[src/rtl/cga_text.sv]
// Text-mode video adapter: 640x400 timing on clock_25, cell/font fetch from shared video RAM.
// Build option CGA_TEXT_BLINK_EN: attr[7] selects blink instead of bright background.
module cga_text #(
  parameter int COLS         = 80,
  parameter int ROWS         = 25,
  parameter int FONT_H       = 16,
  parameter int BLINK_FRAMES = 16
) (
  input  logic        clock_25,
  input  logic        reset_n,
  output logic [3:0]  R,
  output logic [3:0]  G,
  output logic [3:0]  B,
  output logic        HS,
  output logic        VS,
  output logic [12:0] address,
  input  logic [7:0]  data,
  input  logic [10:0] start_addr,
  input  logic [10:0] cursor,
  input  logic [3:0]  cursor_start,
  input  logic [3:0]  cursor_end,
  output logic        frame
);

  localparam int         LN_W    = $clog2(FONT_H);
  localparam int         CNT_W   = $clog2(BLINK_FRAMES + 1);
  localparam logic [9:0] TEXT_W  = 10'(COLS * 8);
  localparam logic [8:0] TEXT_H  = 9'(ROWS * FONT_H);
  localparam logic [3:0] LN_MASK = 4'(FONT_H - 1);

  logic [9:0]       x;
  logic [8:0]       y;
  logic             frame_end;
  logic [10:0]      start_addr_s, cursor_s;
  logic [3:0]       cursor_start_s, cursor_end_s;
  logic [CNT_W-1:0] frame_cnt;
  logic             flash;

  assign frame_end = (x == 10'd799) && (y == 9'd448);
  assign HS        = (x < 10'd704);
  assign VS        = (y >= 9'd447);
  assign frame     = (x == 10'd0) && (y == 9'd435);

  always_ff @(posedge clock_25 or negedge reset_n) begin
    if (!reset_n) begin
      x <= '0;
      y <= '0;
    end else if (x == 10'd799) begin
      x <= '0;
      y <= (y == 9'd448) ? 9'd0 : y + 9'd1;
    end else begin
      x <= x + 10'd1;
    end
  end

  // Controls are only sampled between frames so a frame is drawn from one consistent set.
  always_ff @(posedge clock_25 or negedge reset_n) begin
    if (!reset_n) begin
      start_addr_s   <= '0;
      cursor_s       <= '0;
      cursor_start_s <= '0;
      cursor_end_s   <= '0;
    end else if (frame_end) begin
      start_addr_s   <= start_addr;
      cursor_s       <= cursor;
      cursor_start_s <= cursor_start;
      cursor_end_s   <= cursor_end;
    end
  end

  always_ff @(posedge clock_25 or negedge reset_n) begin
    if (!reset_n) begin
      frame_cnt <= '0;
      flash     <= 1'b0;
    end else if (frame) begin
      if (frame_cnt == CNT_W'(BLINK_FRAMES - 1)) begin
        frame_cnt <= '0;
        flash     <= ~flash;
      end else begin
        frame_cnt <= frame_cnt + 1'b1;
      end
    end
  end

  logic [9:0]  px, pf;
  logic [8:0]  py;
  logic [3:0]  ln;
  logic [10:0] row_base, id_f;

  // pf leads the displayed pixel by one cell so the fetch completes before the cell is shown.
  assign px       = x - 10'd48;
  assign pf       = x - 10'd40;
  assign py       = y - 9'd35;
  assign ln       = py[3:0] & LN_MASK;
  assign row_base = 11'(py >> LN_W) * 11'(COLS);
  assign id_f     = start_addr_s + row_base + {4'd0, pf[9:3]};

  logic [7:0]  char_q, attr_q, glyph_q, glyph_d, attr_d;
  logic [10:0] id_q, id_d;

  always_ff @(posedge clock_25 or negedge reset_n) begin
    if (!reset_n) begin
      address <= '0;
      char_q  <= '0;
      attr_q  <= '0;
      glyph_q <= '0;
      id_q    <= '0;
      glyph_d <= '0;
      attr_d  <= '0;
      id_d    <= '0;
    end else begin
      case (pf[2:0])
        3'd0: begin
          address <= {1'b1, id_f, 1'b0};
          id_q    <= id_f;
        end
        3'd1: begin
          char_q     <= data;
          address[0] <= 1'b1;
        end
        3'd2: begin
          attr_q  <= data;
          address <= {1'b0, char_q, ln};
        end
        3'd3: glyph_q <= data;
        3'd7: begin
          glyph_d <= glyph_q;
          attr_d  <= attr_q;
          id_d    <= id_q;
        end
        default: ;
      endcase
    end
  end

  function automatic logic [11:0] palette(input logic [3:0] idx);
    case (idx)
      4'h0: palette = 12'h000;
      4'h1: palette = 12'h00A;
      4'h2: palette = 12'h0A0;
      4'h3: palette = 12'h0AA;
      4'h4: palette = 12'hA00;
      4'h5: palette = 12'hA0A;
      4'h6: palette = 12'hA50;
      4'h7: palette = 12'hAAA;
      4'h8: palette = 12'h555;
      4'h9: palette = 12'h55F;
      4'hA: palette = 12'h5F5;
      4'hB: palette = 12'h5FF;
      4'hC: palette = 12'hF55;
      4'hD: palette = 12'hF5F;
      4'hE: palette = 12'hFF5;
      default: palette = 12'hFFF;
    endcase
  endfunction

  logic        in_text, glyph_on, cursor_on;
  logic [3:0]  bg_idx;
  logic [11:0] color;

  always_comb begin
    in_text   = 1'b0;
    glyph_on  = 1'b0;
    cursor_on = 1'b0;
    bg_idx    = 4'h0;
    color     = 12'h000;
    in_text = (x >= 10'd48) && (x < 10'd688) && (y >= 9'd35) && (y < 9'd435) &&
              (px < TEXT_W) && (py < TEXT_H);
    // A start line after the end line yields an empty range, hiding the cursor.
    cursor_on = flash && (id_d == cursor_s) && (cursor_start_s <= ln) && (ln <= cursor_end_s);
`ifdef CGA_TEXT_BLINK_EN
    bg_idx   = {1'b0, attr_d[6:4]};
    glyph_on = glyph_d[3'd7 - px[2:0]] && !(attr_d[7] && flash);
`else
    bg_idx   = attr_d[7:4];
    glyph_on = glyph_d[3'd7 - px[2:0]];
`endif
    if (in_text) color = palette((glyph_on || cursor_on) ? attr_d[3:0] : bg_idx);
  end

  always_ff @(posedge clock_25 or negedge reset_n) begin
    if (!reset_n) {R, G, B} <= '0;
    else          {R, G, B} <= color;
  end

endmodule
[config.mk]
export PLATFORM = sky130hd
export DESIGN_NAME = cga_text
export DESIGN_NICKNAME = d
export VERILOG_FILES = /design/src/rtl/cga_text.sv
export SDC_FILE = /design/constraint.sdc
export NUM_CORES = 1
export LEC_CHECK = 0
export BUFFER_PORTS_ARGS = -buffer_cell sky130_fd_sc_hd__buf_4
export CORE_ASPECT_RATIO = 0.8
export CORE_UTILIZATION = 30
export DETAILED_ROUTE_END_ITERATION = 10
export SLEW_MARGIN = 20
export SYNTH_ARGS = -nofsm -noshare
export SYNTH_HDL_FRONTEND = slang
export SYNTH_SLANG_ARGS = --single-unit
[constraint.sdc]
create_clock -name clock_25 -period 4.24 [get_ports clock_25]
set_input_delay 0.636 -clock clock_25 [delete_from_list [all_inputs] [get_ports clock_25]]
set_output_delay 0.636 -clock clock_25 [all_outputs]
set_load 0.005 [all_outputs]
==> metrics, run 1 <==
GP Congestion 0.846; clk buf depth 2; Syn-to-layout area delta 19.9%; Starting Density 31.0%; DR iter-0 viols 310; pin count of the biggest net entering global routing between 70 and 80; sequential power share approximately 44%; post-synthesis sequential area ratio 47.8%; crit-path max cell delay 570 ps; row count 49; critical path startpoint y[4]; critical path class reg2reg; Clk Latency, worst-skew pair ~420 ps; Setup violations, final 0; CTS sink count 135; Tightest Hold Check Type in2async; Post-CTS Setup Bufs 0; drt drc 0; total number of vias 4829; FMAX roughly 250 MHz; Min Hold Slack 237 ps; Critical R2R Launch y[4]; reg2reg path depth 12; Final Critical Period between 4000 and 5000 ps; placed cell area 7850 µm²; sw power 0.000728 W; Mapped Cells 656; status completed; WL final 15900 µm; FF+latch count, synth 135; io pins 68; CP endpoint kind flop; CTS tree done; post-cts resize count 0; Post-CTS Hold Fix Bufs 0; Total Routing Usage GR 13.9%; max-capacitance violation count 0; Comb power frac 6.2%; Via density 4.67; clk slew on worst S/H paths 60 ps; die area 24200 µm²; drt wl/cell 15.3 µm; Synth cell types 55; Antenna diodes 0; Final Cycle Share 94.4%; layout cells sized above 1 26.0%; max-slew violation count 0; Root Driver clkbuf_16; first-pass GRT wire length 25900 µm; Req. time, crit path 4550 ps; Mapped Nets 742; Vert. Die Dim 139 µm; GRT Residual Overflow 0; Power Density 377 nW/µm²; Post-Place Worst Slack 291 ps; Ys Warns 0; number of synthesized flops with an enable pin 0; Worst path most repeated cell ha_1; antenna violations before repair 0; core area ~23000 µm²; worst-margin pin slew 1010 ps; Synth Area per Inst 10.8 µm²; vias in the first global route about 4600; setup_tns 0 ps; fraction of registers with async set/reset 100%; clock skew 11.7 ps; switching share of power about 23%; Synth Flop Type dfrtp_1; Final Cell Area 8480 µm²; Clock H-tree levels 4; RSZ-0062 raised after global routing false; total CTS buffers 17; final hold violation count 0; Pre-antenna DRT Iters 5; Max-Slew Margin vs Limit between 30% and 40%; fin util between 30% and 40%; crit path launch type flop; Worst VDD drop 0.000269 V; Routed Antenna Nets 0; PnR worst setup slack 239 ps; Internal 0.00247 W; Detailed Place HPWL 11600 µm; CP max-delay cell o41ai_1; width of the die ~170 µm; Worst EP arrival 4310 ps; worst-path fanout max 10; Layout Nets ~800; Mapped Area about 7100 µm²; leakage 3.89 nW; worst path cell trace a2111o_1 -> a21oi_2 -> xnor2_1 -> inv_1 -> ha_1 -> ha_1 -> fa_1 -> ha_1 -> ha_1 -> o41ai_1 -> mux2i_1 -> a221o_1; Clock power frac 50.1%; IO buf count 67
-- kinds of logic (layout without fill, tap and decap cells) --
| family | after synthesis | count (layout) | share of synthesized area [%] |
|---|---|---|---|
| multiplexers | 82 | 82 | 13.2 |
| adder cells (fa/ha/maj) | 46 | 46 | 8.67 |
| AND/OR/NAND/NOR | 189 | 189 | 12.1 |
| AO/OA/AOI/OAI | 87 | 87 | 8.23 |
| XOR/XNOR | 43 | 43 | 5.32 |
| flip-flops | 135 | 135 | 47.8 |
| buffers and inverters | 74 | 146 | 4.69 |
-- Yosys cell counts (7+ instances only) --
cell	number	share of area (%)
a21oi_1	19	1.3
buf_2	7	0.50
buf_4	7	0.74
clkbuf_1	18	0.96
dfrtp_1	135	48
ha_1	41	7.3
inv_1	37	2.0
mux2_2	73	12
mux2i_1	7	0.99
nand2_1	85	4.5
nand3_1	17	1.2
nand4_1	9	0.80
nor2_1	40	2.1
nor3_1	8	0.57
o21ai_0	22	1.6
xnor2_1	31	3.8
xor2_1	12	1.5
-- layout make-up --
class                   instances  area (µm²)
fillers                      2269       14300
flip-flops and latches        135        3380
multi-input cells             447        3360
repair buffers                 77         582
clock buffers                  19         443
well taps                     306         383
clock inverters                13         194
inverters                      37         139
-- power groups by stage --
stage	clock network (W)	registers, W	logic, W
after floorplan	0	0.00140	0.000105
after global placement	0	0.00142	0.000198
after detailed placement	0	0.00142	0.000201
after CTS	0.00164	0.00139	0.000203
after global routing	0.00171	0.00140	0.000225
final	0.00160	0.00139	0.000198
-- flip-flops by register name, indices dropped and copies added, names as in the netlist --
signal and cells:
glyph_q 8, x 10, char_q 8, address 13
id_d 11, cursor_start_s 4, frame_cnt 5, flash 1
id_q 11, B 2, attr_d 8, G 2
cursor_end_s 4, R 1, attr_q 8, start_addr_s 11
glyph_d 8, cursor_s 11, y 9
-- routing by layer --
metal  track usage (%)  routed length [µm]  up-vias
met5                 0                   0        -
met4              3.88                 182        0
met3              3.88                 811       11
met2              19.2                6690       98
met1              21.0                8170     2334
li1                  -                   -     2386
-- cell usage in the layout (no fill, tap or decap), types with 3 or more instances in the layout --
cell type and count:
o41ai_1 4, nand4_1 9, xnor2_1 31, a31oi_1 5
ha_1 41, fa_1 5, nor2_1 40, o21a_1 3
clkbuf_16 17, inv_1 37, nor3_1 8, a21o_1 6
mux2i_1 7, nor4_1 3, nand2_1 85, nor2b_1 6
o21ai_0 22, mux2_2 73, buf_4 76, o211ai_1 3
bufinv_16 4, inv_6 4, xor2_1 12, nand3_1 17
and3_1 3, dfrtp_1 135, nand2b_1 6, clkinv_4 3
a21oi_1 19, and2_1 3, o31ai_1 4
-- metrics by stage --
| step | power, W | cells |
|---|---|---|
| after floorplan | 0.00151 | 656 |
| after global placement | 0.00161 | 1002 |
| after detailed placement | 0.00162 | 1002 |
| after CTS | 0.00324 | 1034 |
| after global routing | 0.00334 | 1034 |
| final | 0.00319 | 1034 |
-- worst paths after layout --
| kind | to | slack (ps) |
|---|---|---|
| worst max-delay path | address[10] | 240 |
| worst min-delay path | cursor_s[3] | 240 |
| worst max register to register | address[10] | 240 |
| worst min register to register | id_q[1] | 470 |
| max in group asynchronous | y[3] | 3040 |
| min in group clock_25 | attr_q[2] | 430 |
-- worst max-delay path, delay by kind of cell (launching register included) --
kind / cells / cell delay [ps]
flops: 1 / 500
compound gates: 4 / 1460
xor+xnor: 1 / 150
mux: 1 / 150
buf+inv: 1 / 90
fa+ha+maj: 5 / 1510
(Power assumes the default switching activity.)
==> run 2, diff against run 1 <==
CORE_ASPECT_RATIO = default   (was 0.8)
==> metrics, run 2 (synthesis gave the netlist of run 1 again) <==
status completed (unchanged); worst path cell trace a2111o_1 -> a21oi_2 -> xnor2_1 -> inv_1 -> ha_1 -> ha_1 -> fa_1 -> ha_1 -> ha_1 -> o41ai_1 -> mux2i_1 -> a221o_1 (unchanged); fin util 37.2% (about the same); clk slew on worst S/H paths 60 ps (about the same); max reg flops 13 (unchanged); CTS tree done (unchanged); Root Driver clkbuf_16 (unchanged); crit path launch type flop (unchanged); Worst EP arrival 4280 ps (was 4310 ps); Via density 4.67 (about the same); row count 55 (was 49); Worst path most repeated cell ha_1 (unchanged); max-capacitance violation count 0 (unchanged); GP Congestion 0.803 (was 0.846); final hold violation count 0 (unchanged); io pins 68 (unchanged); Final Critical Period 3980 ps (was 4000 ps); Max-Slew Margin vs Limit 41.7% (was 32.3%); width of the die 156 µm (was 174 µm); Final Cycle Share 94.0% (was 94.4%); reg2reg path depth 12 (unchanged); CP max-delay cell o41ai_1 (unchanged); IO buf count 67 (unchanged); Pre-antenna DRT Iters 5 (unchanged); setup_tns 0 ps (unchanged); # placed instances 1010 (was 1002); Power Density 371 nW/µm² (was 377 nW/µm²); Antenna diodes 0 (unchanged); Layout Nets 802 (was 801); clk buf depth 2 (unchanged); layout cells sized above 1 26.1% (was 26.0%); most frequent cells in the layout dfrtp_1 (135), nand2_1 (85), buf_4 (77) (was dfrtp_1 (135), nand2_1 (85), buf_4 (76)); GRT Residual Overflow 0 (unchanged); Post-CTS Setup Bufs 0 (unchanged); first-pass GRT wire length 25800 µm (was 25900 µm); critical path class reg2reg (unchanged); most common library cell in the layout ignoring fill and taps dfrtp_1 (unchanged); Syn-to-layout area delta 20.2% (was 19.9%); pin count of the biggest net entering global routing 78 (was 74); WL final 15700 µm (was 15900 µm); Post-Place Worst Slack 273 ps (was 291 ps); leakage 3.90 nW (was 3.89 nW); Starting Density 31.0% (about the same); Post-Layout Cell Count 1042 (was 1034); RSZ-0062 raised after global routing false (unchanged); Power, Total 0.00316 W (was 0.00319 W); worst-path fanout max 10 (unchanged); max-slew violation count 0 (unchanged); Total Routing Usage GR 13.9% (about the same); Worst VDD drop 0.000174 V (was 0.000269 V); Setup violations, final 0 (unchanged); post-cts resize count 0 (unchanged); Detailed Place HPWL 11400 µm (was 11600 µm); DR iter-0 viols 272 (was 310); Clock H-tree levels 4 (unchanged); crit-path max cell delay 560 ps (was 570 ps); drt wl/cell 15.0 µm (was 15.3 µm); reg2reg setup slack 260 ps (was 240 ps); Most flops, register address (unchanged); Post-CTS Hold Fix Bufs 0 (unchanged); Req. time, crit path 4540 ps (was 4550 ps); FMAX 251 MHz (was 250 MHz); PnR worst setup slack 255 ps (was 239 ps); total CTS buffers 17 (unchanged); total number of vias 4871 (was 4829); Tightest Hold Check Type in2async (unchanged); Critical R2R Launch y[4] (unchanged); Routed Antenna Nets 0 (unchanged); antenna violations before repair 0 (unchanged); CP endpoint kind flop (unchanged); CTS sink count 135 (unchanged); worst-margin pin slew 870 ps (was 1010 ps); die area 24200 µm² (about the same); Vert. Die Dim 156 µm (was 139 µm); drt drc 0 (unchanged); core area 22800 µm² (about the same); clock skew 7.82 ps (was 11.7 ps); vias in the first global route 4845 (was 4618); Clk Latency, worst-skew pair 420 ps (about the same); Reg-to-Reg End address[10] (unchanged)
## run 2: cell type report
cell class | count | area (µm²)
Clock inverter | 6 | 110
Sequential cell | 135 | 3380
Tap cell | 313 | 392
Inverter | 37 | 139
Multi-Input combinational cell | 447 | 3370
Timing Repair Buffer | 78 | 589
Clock buffer | 26 | 529
Fill cell | 2297 | 14300
## run 2: worst max-delay path, delay by kind of cell (launching register included)
family / cells / cell delay, ps
DFF: 1 / 500
adders and majority gates: 5 / 1520
muxes: 1 / 160
xor gates and xnor gates: 1 / 160
AOI/OAI and AO/OA: 4 / 1430
buffers and inverters: 1 / 100
## run 2: report_power, final
group | internal, W | leakage (nW) | switching [W]
clock network | 0.00103 | 0.309 | 0.000532
logic | 0.000106 | 1.96 | 0.0000904
registers | 0.00135 | 1.63 | 0.0000436
total | 0.00249 | 3.90 | 0.000666
## run 2: layer usage
| layer | global-route usage [%] | share of wire [%] | wire length (µm) | vias up |
|---|---|---|---|---|
| li1 | - | - | - | 2388 |
| met1 | 19.5 | 49 | 7710 | 2373 |
| met2 | 21.3 | 46 | 7160 | 101 |
| met3 | 3.14 | 4.3 | 670 | 9 |
| met4 | 4.25 | 0.87 | 137 | 0 |
| met5 | 0 | 0 | 0 | - |
## run 2: how the worst max path moves through the flow
stage / startpoint / endpoint / slack (ps) / depth (start not counted)
CTS: y[4] / address[10] / 250 / 12
finish: y[4] / address[10] / 260 / 12
global route: y[4] / address[10] / 40 / 12
detailed placement: y[4] / address[10] / 270 / 12
global placement: y[4] / address[10] / 360 / 12
floorplan: y[4] / address[10] / 560 / 13
## run 2: metrics by stage
| stage | area, µm² | hold slack [ps] |
|---|---|---|
| final | 8500 | 244 |
| after global routing | 8500 | 300 |
| after CTS | 8500 | 269 |
| after detailed placement | 7860 | 459 |
| after global placement | 7860 | 456 |
| after floorplan | 7070 | 340 |
